===== config.mk =====
export PLATFORM = sky130hd
export DESIGN_NAME = vx_fpu_dispatch_rr
export DESIGN_NICKNAME = d
export VERILOG_FILES = /design/src/rtl/vx_fpu_dispatch_rr.sv
export SDC_FILE = /design/constraint.sdc
export NUM_CORES = 1
export LEC_CHECK = 0
export ABC_AREA = 1
export BUFFER_PORTS_ARGS = -buffer_cell sky130_fd_sc_hd__buf_2
export CAP_MARGIN = 10
export CELL_PAD_IN_SITES_DETAIL_PLACEMENT = 1
export CELL_PAD_IN_SITES_GLOBAL_PLACEMENT = 1
export CORE_AREA = 2 2 373 375
export CTS_CLUSTER_SIZE = 14
export DETAILED_ROUTE_END_ITERATION = 10
export DIE_AREA = 0 0 375 377
export PLACE_DENSITY_LB_ADDON = 0.25
export SLEW_MARGIN = 20
export SYNTH_ARGS = -nofsm -noshare
export SYNTH_HDL_FRONTEND = slang
export SYNTH_SLANG_ARGS = --single-unit

===== constraint.sdc =====
create_clock -name clk -period 13.93 [get_ports clk]
set_clock_uncertainty 0.05 [all_clocks]
set_input_delay 2.0895 -clock clk [delete_from_list [all_inputs] [get_ports clk]]
set_output_delay 2.0895 -clock clk [all_outputs]
set_load 0.02 [all_outputs]

===== src/rtl/vx_fpu_dispatch_rr.sv =====
// FPU dispatch/collect stage: credit-limited issue steering to NUM_UNITS sub-units and a
// round-robin merge of their responses onto one port, optionally through a 2-entry skid buffer.
module vx_fpu_dispatch_rr #(
   parameter int  NUM_UNITS    = 5,
   parameter int  LANES        = 4,
   parameter int  DATAW        = 32,
   parameter int  TAGW         = 4,
   parameter int  MAX_INFLIGHT = 4,
   parameter int  OUT_REG      = 1,
   localparam int SELW         = $clog2(NUM_UNITS)
) (
   input  logic                            clk,
   input  logic                            reset,
   input  logic                            valid_in,
   output logic                            ready_in,
   input  logic [SELW-1:0]                 unit_sel,
   output logic [NUM_UNITS-1:0]            unit_valid_in,
   input  logic [NUM_UNITS-1:0]            unit_ready_in,
   input  logic [NUM_UNITS-1:0]            unit_valid_out,
   output logic [NUM_UNITS-1:0]            unit_ready_out,
   input  logic [NUM_UNITS*LANES*DATAW-1:0] unit_result,
   input  logic [NUM_UNITS-1:0]            unit_has_fflags,
   input  logic [NUM_UNITS*LANES*5-1:0]    unit_fflags,
   input  logic [NUM_UNITS*TAGW-1:0]       unit_tag_out,
   output logic                            valid_out,
   input  logic                            ready_out,
   output logic [LANES*DATAW-1:0]          result,
   output logic                            has_fflags,
   output logic [LANES*5-1:0]              fflags,
   output logic [TAGW-1:0]                 tag_out,
   output logic                            sel_err,
   output logic                            idle
);

   // Every port pair is valid/ready: a transfer happens on a cycle where both are high;
   // ready may depend on valid, and a source holds valid and data stable until it transfers.

   localparam int                RW      = LANES * DATAW;
   localparam int                FW      = LANES * 5;
   localparam int                CNTW    = $clog2(MAX_INFLIGHT + 1);
   localparam logic [CNTW-1:0]   MAX_CNT = CNTW'(MAX_INFLIGHT);

   typedef struct packed {
      logic            has_fflags;
      logic [FW-1:0]   fflags;
      logic [TAGW-1:0] tag;
      logic [RW-1:0]   result;
   } entry_t;

   function automatic logic [SELW-1:0] wrap_idx(input logic [SELW-1:0] base, input int off);
      int s;
      s = int'(base) + off;
      if (s >= NUM_UNITS) s = s - NUM_UNITS;
      return SELW'(s);
   endfunction

   logic                 sel_legal;
   logic [NUM_UNITS-1:0] credit_ok;
   logic [NUM_UNITS-1:0] issue_fire;
   logic [NUM_UNITS-1:0] resp_fire;
   logic [CNTW-1:0]      cnt [NUM_UNITS];
   logic                 all_free;

   logic [SELW-1:0]      rr_ptr;
   logic [SELW-1:0]      grant;
   logic                 any_valid;
   logic                 acc;
   logic                 arb_fire;
   entry_t               sel_ent;
   entry_t               out_ent;
   logic                 stage_empty;

   // Dispatch: an out-of-range select never reaches a unit and is flagged instead.
   assign sel_legal = int'(unit_sel) < NUM_UNITS;
   assign sel_err   = valid_in && !sel_legal;

   always_comb begin
      unit_valid_in = '0;
      ready_in      = 1'b0;
      credit_ok     = '0;
      for (int i = 0; i < NUM_UNITS; i++) begin
         credit_ok[i] = cnt[i] < MAX_CNT;
         if (sel_legal && int'(unit_sel) == i) begin
            unit_valid_in[i] = valid_in && credit_ok[i];
            ready_in         = unit_ready_in[i] && credit_ok[i];
         end
      end
   end

   assign issue_fire = unit_valid_in & unit_ready_in;
   assign resp_fire  = unit_valid_out & unit_ready_out;

   // Per-unit outstanding-op counters; a stray response at zero is absorbed.
   always_ff @(posedge clk or posedge reset) begin
      if (reset) begin
         for (int i = 0; i < NUM_UNITS; i++) cnt[i] <= '0;
      end else begin
         for (int i = 0; i < NUM_UNITS; i++) begin
            if (issue_fire[i] && !resp_fire[i]) begin
               cnt[i] <= cnt[i] + CNTW'(1);
            end else if (resp_fire[i] && !issue_fire[i] && cnt[i] != '0) begin
               cnt[i] <= cnt[i] - CNTW'(1);
            end
         end
      end
   end

   always_comb begin
      all_free = 1'b1;
      for (int i = 0; i < NUM_UNITS; i++) begin
         if (cnt[i] != '0) all_free = 1'b0;
      end
   end

   // Round-robin grant: scanning from the far end lets the nearest valid unit win.
   always_comb begin
      grant = '0;
      for (int k = NUM_UNITS - 1; k >= 0; k--) begin
         if (unit_valid_out[wrap_idx(rr_ptr, k)]) grant = wrap_idx(rr_ptr, k);
      end
   end

   assign any_valid = |unit_valid_out;
   assign arb_fire  = any_valid && acc;

   always_comb begin
      unit_ready_out        = '0;
      unit_ready_out[grant] = acc;
   end

   always_ff @(posedge clk or posedge reset) begin
      if (reset) begin
         rr_ptr <= '0;
      end else if (arb_fire) begin
         rr_ptr <= wrap_idx(grant, 1);
      end
   end

   always_comb begin
      sel_ent.has_fflags = unit_has_fflags[grant];
      sel_ent.fflags     = unit_fflags[int'(grant)*FW +: FW];
      sel_ent.tag        = unit_tag_out[int'(grant)*TAGW +: TAGW];
      sel_ent.result     = unit_result[int'(grant)*RW +: RW];
   end

   generate
      if (OUT_REG != 0) begin : g_skid
         entry_t     mem [2];
         logic       rd_ptr;
         logic       wr_ptr;
         logic [1:0] count;
         logic       push;
         logic       pop;

         // Accept depends only on registered occupancy, cutting the ready_out timing path.
         assign acc         = count != 2'd2;
         assign push        = arb_fire;
         assign pop         = (count != 2'd0) && ready_out;
         assign valid_out   = count != 2'd0;
         assign stage_empty = count == 2'd0;
         assign out_ent     = (count != 2'd0) ? mem[rd_ptr] : '0;

         always_ff @(posedge clk or posedge reset) begin
            if (reset) begin
               mem[0] <= '0;
               mem[1] <= '0;
               rd_ptr <= 1'b0;
               wr_ptr <= 1'b0;
               count  <= 2'd0;
            end else begin
               if (push) begin
                  mem[wr_ptr] <= sel_ent;
                  wr_ptr      <= !wr_ptr;
               end
               if (pop) rd_ptr <= !rd_ptr;
               case ({push, pop})
                  2'b10:   count <= count + 2'd1;
                  2'b01:   count <= count - 2'd1;
                  default: count <= count;
               endcase
            end
         end
      end else begin : g_comb
         assign acc         = ready_out;
         assign valid_out   = any_valid;
         assign stage_empty = 1'b1;
         assign out_ent     = sel_ent;
      end
   endgenerate

   assign result     = out_ent.result;
   assign has_fflags = out_ent.has_fflags;
   assign fflags     = out_ent.fflags;
   assign tag_out    = out_ent.tag;
   assign idle       = all_free && stage_empty;

   a_grant_onehot: assert property (@(posedge clk) disable iff (reset) $onehot0(unit_ready_out));

   generate
      for (genvar gi = 0; gi < NUM_UNITS; gi++) begin : g_cnt_chk
         a_cnt_bound: assert property (@(posedge clk) disable iff (reset) cnt[gi] <= MAX_CNT);
      end
   endgenerate

endmodule


### Yosys cells after proc, flatten, opt, wreduce, memory -nomap -nowiden

Cells that the tools add are included.

* shifts and indexed selects: 3
* multiplexer cells: 58
* bitwise logic cells: 5
* reduce and logical (&&, ||, !) cells: 64
* $add $sub $neg: 23
* equal/unequal tests: 7
* $mul: 1
* magnitude comparators: 22

Operator list (count)
* 153-bit two-way mux: 5
* 640-bit by 11-bit variable part select with 128-bit output: 1
* 306-bit bitwise mux: 1
* 153-bit demux with 1-bit select: 1
* 100-bit by 9-bit variable part select with 20-bit output: 1
* 3-bit two-way mux: 21
* 1-bit logical AND: 36
* 3-bit by 4-bit less-than comparator with 1-bit output (second input constant): 6
* 1-bit two-way mux: 22
* 4-bit by 3-bit >= comparator with 1-bit output (second input constant): 5
* 20-bit by 6-bit variable part select with 4-bit output: 1
* 1-bit binary-select mux with 3-bit select: 6
* 3-bit less-than comparator (second input constant): 6
* 3-bit subtractor (second input constant): 6
* 3-bit by 1-bit adder with 3-bit output (second input constant): 5
* 5-bit bitwise AND: 3
* 3-bit nonzero test: 5
* 3-bit by 1-bit subtractor with 3-bit output (second input constant): 5
* 2-bit nonzero test: 7
* 1-bit logical NOT: 13
* 3-bit equality test (second input constant): 3
* 3-bit by 1-bit adder with 4-bit output (second input constant): 2
* 3-bit by 2-bit adder with 4-bit output (second input constant): 2
* 3-bit by 3-bit multiplier with 6-bit output (second input constant): 1
* other kinds (17): 19

* output and inout bits: 167
* flip-flop bits (word level): 328

### Depth between registers and ports, before layout

* depth after elaboration: 20
* gate-level depth with buffers: 28

### Least setup slack after synthesis

OpenSTA, ideal clock, no wires.

* kind: input to output
* from: input unit_valid_out[3]
* to: output unit_ready_out[1]
* cell stages on the path: 12
* setup slack: 8502 ps
* required time: 11790 ps
* path buffers: 1
* arrival: 3289 ps
* cells stage by stage: inv_1 -> o21ai_0 -> a21oi_1 -> o21ai_2 -> nand2_1 -> nand3_1 -> inv_1 -> nand2_2 -> nand2_4 -> buf_6 -> nand2_2 -> nor2_4

* word-level cells in the longest chain between the ends: 12
* elaborated cells on any way between the ends: 21
* those cells by class: 2 x order compare; 17 x mux; 1 x bitwise; 1 x reduce/logical

Ends and longest elaborated chain
* from (decl): RTL line 19 `input logic [NUM_UNITS-1:0] unit_valid_out,`
* 1-bit binary-select mux with 3-bit select: RTL line 119 `if (unit_valid_out[wrap_idx(rr_ptr, k)]) grant = wrap_idx(rr_ptr, k);`
* 1-bit two-way mux (implied by the code): RTL line 119
* 3-bit two-way mux (4 in a row): RTL line 119
* 3-bit two-way mux (*): RTL line 119
* 3-bit by 4-bit less-than comparator with 1-bit output (implied by the code) or 3-bit by 1-bit >= comparator with 1-bit output (tied branches): RTL line 128 `unit_ready_out[grant] = acc;`
* 1-bit logical AND (implied by the code): RTL line 128
* 1-bit two-way mux (implied by the code): RTL line 128
* 1-bit demux with 3-bit select (*): RTL line 128
* 5-bit bitwise AND (no line) (*)
* to (decl): RTL line 20 `output logic [NUM_UNITS-1:0] unit_ready_out,`

Every way passes the cells marked *; elsewhere a longest branch is shown, timed or not. The select of a mux whose other input is x is not followed.

### Worst setup path in the final report

* from: register rr_ptr[0]
* to: output unit_ready_out[3]

* word-level cells in the longest chain between the ends: 15
* elaborated cells on any way between the ends: 40
* those cells by class: 9 x add/sub; 7 x order compare; 22 x mux; 1 x bitwise; 1 x reduce/logical

Ends and longest elaborated chain
* from (decl): RTL line 64 `logic [SELW-1:0] rr_ptr;`
* from (signal assigned): RTL line 135 `rr_ptr <= wrap_idx(grant, 1);`
* 3-bit by 3-bit adder with 4-bit output: RTL line 52 `s = int'(base) + off;`
* 4-bit by 3-bit >= comparator with 1-bit output or 3-bit subtractor (tied branches): RTL line 53 `if (s >= NUM_UNITS) s = s - NUM_UNITS;`
* 3-bit two-way mux: RTL line 53
* 1-bit binary-select mux with 3-bit select: RTL line 119
* 1-bit two-way mux (implied by the code): RTL line 119
* 3-bit two-way mux (4 in a row): RTL line 119
* 3-bit two-way mux (*): RTL line 119
* 3-bit by 4-bit less-than comparator with 1-bit output (implied by the code) or 3-bit by 1-bit >= comparator with 1-bit output (tied branches): RTL line 128
* 1-bit logical AND (implied by the code): RTL line 128
* 1-bit two-way mux (implied by the code): RTL line 128
* 1-bit demux with 3-bit select (*): RTL line 128
* 5-bit bitwise AND (no line) (*)

Marked as above.

==> flow_results.org <==
** Setup path
- Critical path type :: reg -> out
- Kind of capture point of the worst setup path :: primary output
- Of all nets on the critical path, the largest fanout is roughly 90.
- Data arrival at the endpoint of the critical path :: 4.78 ns
- The worst register-to-register path begins at rr_ptr[0]$_DFFE_PP0P_.
- RR Endpoint :: g_skid.mem[161]$_DFFE_PP0P_
- In this run the worst setup path begins at rr_ptr[0]$_DFFE_PP0P_.
- The number of cells on the worst reg-to-reg path is 22.
- Following the worst setup path forward leads to its endpoint at unit_ready_out[3].
- Required time worst endpoint :: 11.79 ns
- Setup slack, reg-to-reg :: a little under 8 ns
- The worst setup path is launched from a flop.

** Die
- The die is 375 um wide.
- For this configuration, the core starts out at a cell density of 0.162.
- Core area :: 137000 sq um
- Vertical extent of the die :: 377 um
- Area of the die :: 141000 sq um
- Top-Level Pins :: 949
- In this run the core area contains 136 standard-cell rows.

** Placement
- Number of buffers inserted by port buffering :: 948
- Setup Slack @ Placement :: roughly 7.2 ns
- The congestion estimate from routability-driven global placement came to 0.832.
- Detailed placement ended at an HPWL of about 96 mm.

** Hold path
- Class of the tightest hold or removal check :: reg -> reg
- The worst hold path was traced through 2 stages.

** Detailed routing
- Total via count in the routed design :: 26500
- Wirelength, routed :: 131 mm
- Mean routed wirelength per cell :: 21.3 um
- Average vias per placed instance :: 4.31
- The detail route stage leaves a number of antenna-violating nets equal to 0.
- Number of optimization iterations in the first detailed-route pass :: 5
- For this block, the initial DRC count from the detailed router was 1404.
- In the routed design, unresolved DRC markers number 0.

** Clocking
- Clock tree from TritonCTS :: built
- Counting along the longest clock path gives a buffer depth of 3.
- Clock sink count :: 328
- Cts repair resizes :: 0
- Buffer count from post-CTS setup fixing :: 0
- Hold repair after CTS inserted 0 buffers.
- Clock latency on the worst-skew pair :: 0.61 ns
- Clk slew on worst S/H paths :: approximately 0.060 ns
- Inserted Clock Buffers :: 45
- H-tree depth reported by CTS :: 2
- The tree is rooted in a sky130_fd_sc_hd__clkbuf_16.

** STA
- Measured against its own limit, the worst slew margin works out to 0.335.
- Derived from the worst setup path, the maximum achievable clock frequency is 145 MHz.
- Pins over their slew limit :: 0
- For the pin with the worst max-slew slack, the measured transition is 0.998 ns.
- Setup violations remaining at the end of the flow were counted as 0.
- Final WS setup :: roughly 7 ns
- Unrepaired setup endpoints after global routing :: false
- Min Clock Period, post-route :: 6.91 ns
- Number of endpoints with negative hold slack in the final report :: 0
- Sum of negative setup slack :: 0 ns
- Of the available clock period, the critical path in the final layout requires 0.496.

** Layout
- Fill cells in the final layout number about 17000.
- Layout overhead on the synthesized area :: 34.2%
- Of the cells placed in the final design, the portion with a size suffix greater than 1 is 0.250.
- In the final layout, the multi-input gates occupy ~12000 sq um.
- For this run, the post-layout net count is 5116.
- Sequential cell area in the final layout :: approximately 8200 sq um

** Global routing
- The number of global-route vias before repair was 27000.
- Largest net degree at the start of global routing :: 128
- Global-route wire length before repair :: 188 mm
- The initial antenna violation count was 72.
- All-layer global routing usage :: 0.179
- Overflow left after global routing :: 0

** Synth
- The most common cell in the synthesized netlist is sky130_fd_sc_hd__nand2_1.
- Yosys attributes the largest share of cell area to sky130_fd_sc_hd__dfrtp_1 37%, sky130_fd_sc_hd__nand2_1 25%, sky130_fd_sc_hd__a21oi_1 7.0%.
- Among all flip-flop cells after synthesis, the most frequent one is sky130_fd_sc_hd__dfrtp_1.
- The synthesized design contains 328 register bits.
- Of the post-synthesis cell area, the dominant cell type holds 0.371.
- Yosys warns :: 0
- The mapped netlist covers 22100 sq um.
- Most used standard cells in the synthesized netlist :: 1495 x sky130_fd_sc_hd__nand2_1, 333 x sky130_fd_sc_hd__nor2_1, 328 x sky130_fd_sc_hd__dfrtp_1
- Synth Net Count :: 4322
- A synthesized cell averages 6.29 sq um.
- Counting flops with a built-in enable in the synthesized netlist gives 0.
- Instance count of the mapped netlist :: 3522
- Ys async rst share :: 1.00
- Synthesis instantiated 34 different standard cells from the library.
- Library cell with the largest summed area after synthesis :: sky130_fd_sc_hd__dfrtp_1
- The share of the Yosys chip area taken by registers is 0.371.

** Run status
- Run status :: finished, final reports clean

** Job
- Max-cap violations in this run came to 0.
## layout by cell type, fill, tap and decap left out, types with 31 or more instances in the layout
master / instances
sky130_fd_sc_hd__nand2_1: 1495
sky130_fd_sc_hd__nand3_1: 205
sky130_fd_sc_hd__o21ai_0: 179
sky130_fd_sc_hd__buf_2: 948
sky130_fd_sc_hd__inv_1: 206
sky130_fd_sc_hd__dfrtp_1: 327
sky130_fd_sc_hd__buf_4: 31
sky130_fd_sc_hd__o21ai_1: 143
sky130_fd_sc_hd__clkbuf_16: 45
sky130_fd_sc_hd__a21oi_1: 311
sky130_fd_sc_hd__nor2_1: 330
## flip-flops by register name (all words and copies together) (netlist names)
name and flops:
cnt 15, rr_ptr 3, g_skid.rd_ptr 1, g_skid.wr_ptr 1, g_skid.count 2, g_skid.mem 306
## routing by layer
metal / global-route usage / vias to the layer above / part of all wire
li1: - / 12700 / -
met1: 0.218 / 12800 / 0.41
met2: 0.307 / 722 / 0.48
met3: 0.0492 / 214 / 0.072
met4: 0.0460 / 66 / 0.026
met5: 0 / - / 0.0032
## metrics by stage
step           hold slack (ns)   util  area [sq um]  std cells
2_1_floorplan            0.399      -         22100       3522
3_3_place_gp             0.412  0.206         28200       6063
3_5_place_dp             0.415  0.206         28200       6063
4_1_cts                  0.430  0.217         29700       6142
5_1_grt                  0.443  0.217         29700       6147
6_report                 0.425  0.217         29700       6161
## cell type report
type | instances | share of cell area
tap | 1794 | 0.0755
multi-input combinational | 2745 | 0.399
antenna | 19 | 0.00160
inverter | 215 | 0.0283
sequential | 328 | 0.276
timing repair buffer | 981 | 0.169
clock buffer | 65 | 0.0451
clock inverter | 14 | 0.00573
## cells by family after synthesis
family | share of synthesized area
AO/OA/AOI/OAI | 0.147
buffers and inverters | 0.0966
AND/OR/NAND/NOR | 0.368
XOR/XNOR | 0.00588
adder cells (fa/ha/maj) | 0.0122
flip-flops | 0.371
## critical path: stages (launching register included)
cell                      delay (ns)
sky130_fd_sc_hd__dfrtp_1        0.78
sky130_fd_sc_hd__inv_2          0.22
sky130_fd_sc_hd__ha_1           0.31
sky130_fd_sc_hd__ha_1           0.33
sky130_fd_sc_hd__nand2_1        0.13
sky130_fd_sc_hd__nand2_2        0.10
sky130_fd_sc_hd__o21ai_0        0.27
sky130_fd_sc_hd__nand3_1        0.11
sky130_fd_sc_hd__nand2_1        0.11
sky130_fd_sc_hd__nand2_2        0.08
sky130_fd_sc_hd__nand3_1        0.07
sky130_fd_sc_hd__nand3_1        0.10
sky130_fd_sc_hd__nand2_1        0.09
sky130_fd_sc_hd__nand2_2        0.10
sky130_fd_sc_hd__nand2_8        0.37
sky130_fd_sc_hd__buf_4          0.53
sky130_fd_sc_hd__nand3_1        0.17
sky130_fd_sc_hd__inv_1          0.10
sky130_fd_sc_hd__buf_2          0.16
## how the worst min path moves through the flow
stage                                      from                     endpoint
floorplan           g_skid.mem[100]$_DFFE_PP0P_  g_skid.mem[100]$_DFFE_PP0P_
global placement    g_skid.mem[169]$_DFFE_PP0P_  g_skid.mem[169]$_DFFE_PP0P_
detailed placement  g_skid.mem[135]$_DFFE_PP0P_  g_skid.mem[135]$_DFFE_PP0P_
CTS                 g_skid.mem[299]$_DFFE_PP0P_  g_skid.mem[299]$_DFFE_PP0P_
global route        g_skid.mem[173]$_DFFE_PP0P_  g_skid.mem[173]$_DFFE_PP0P_
finish              g_skid.mem[137]$_DFFE_PP0P_  g_skid.mem[137]$_DFFE_PP0P_
Power is not shown: default switching activity piles up to over one toggle a cycle in this logic, so the estimate is an artifact.
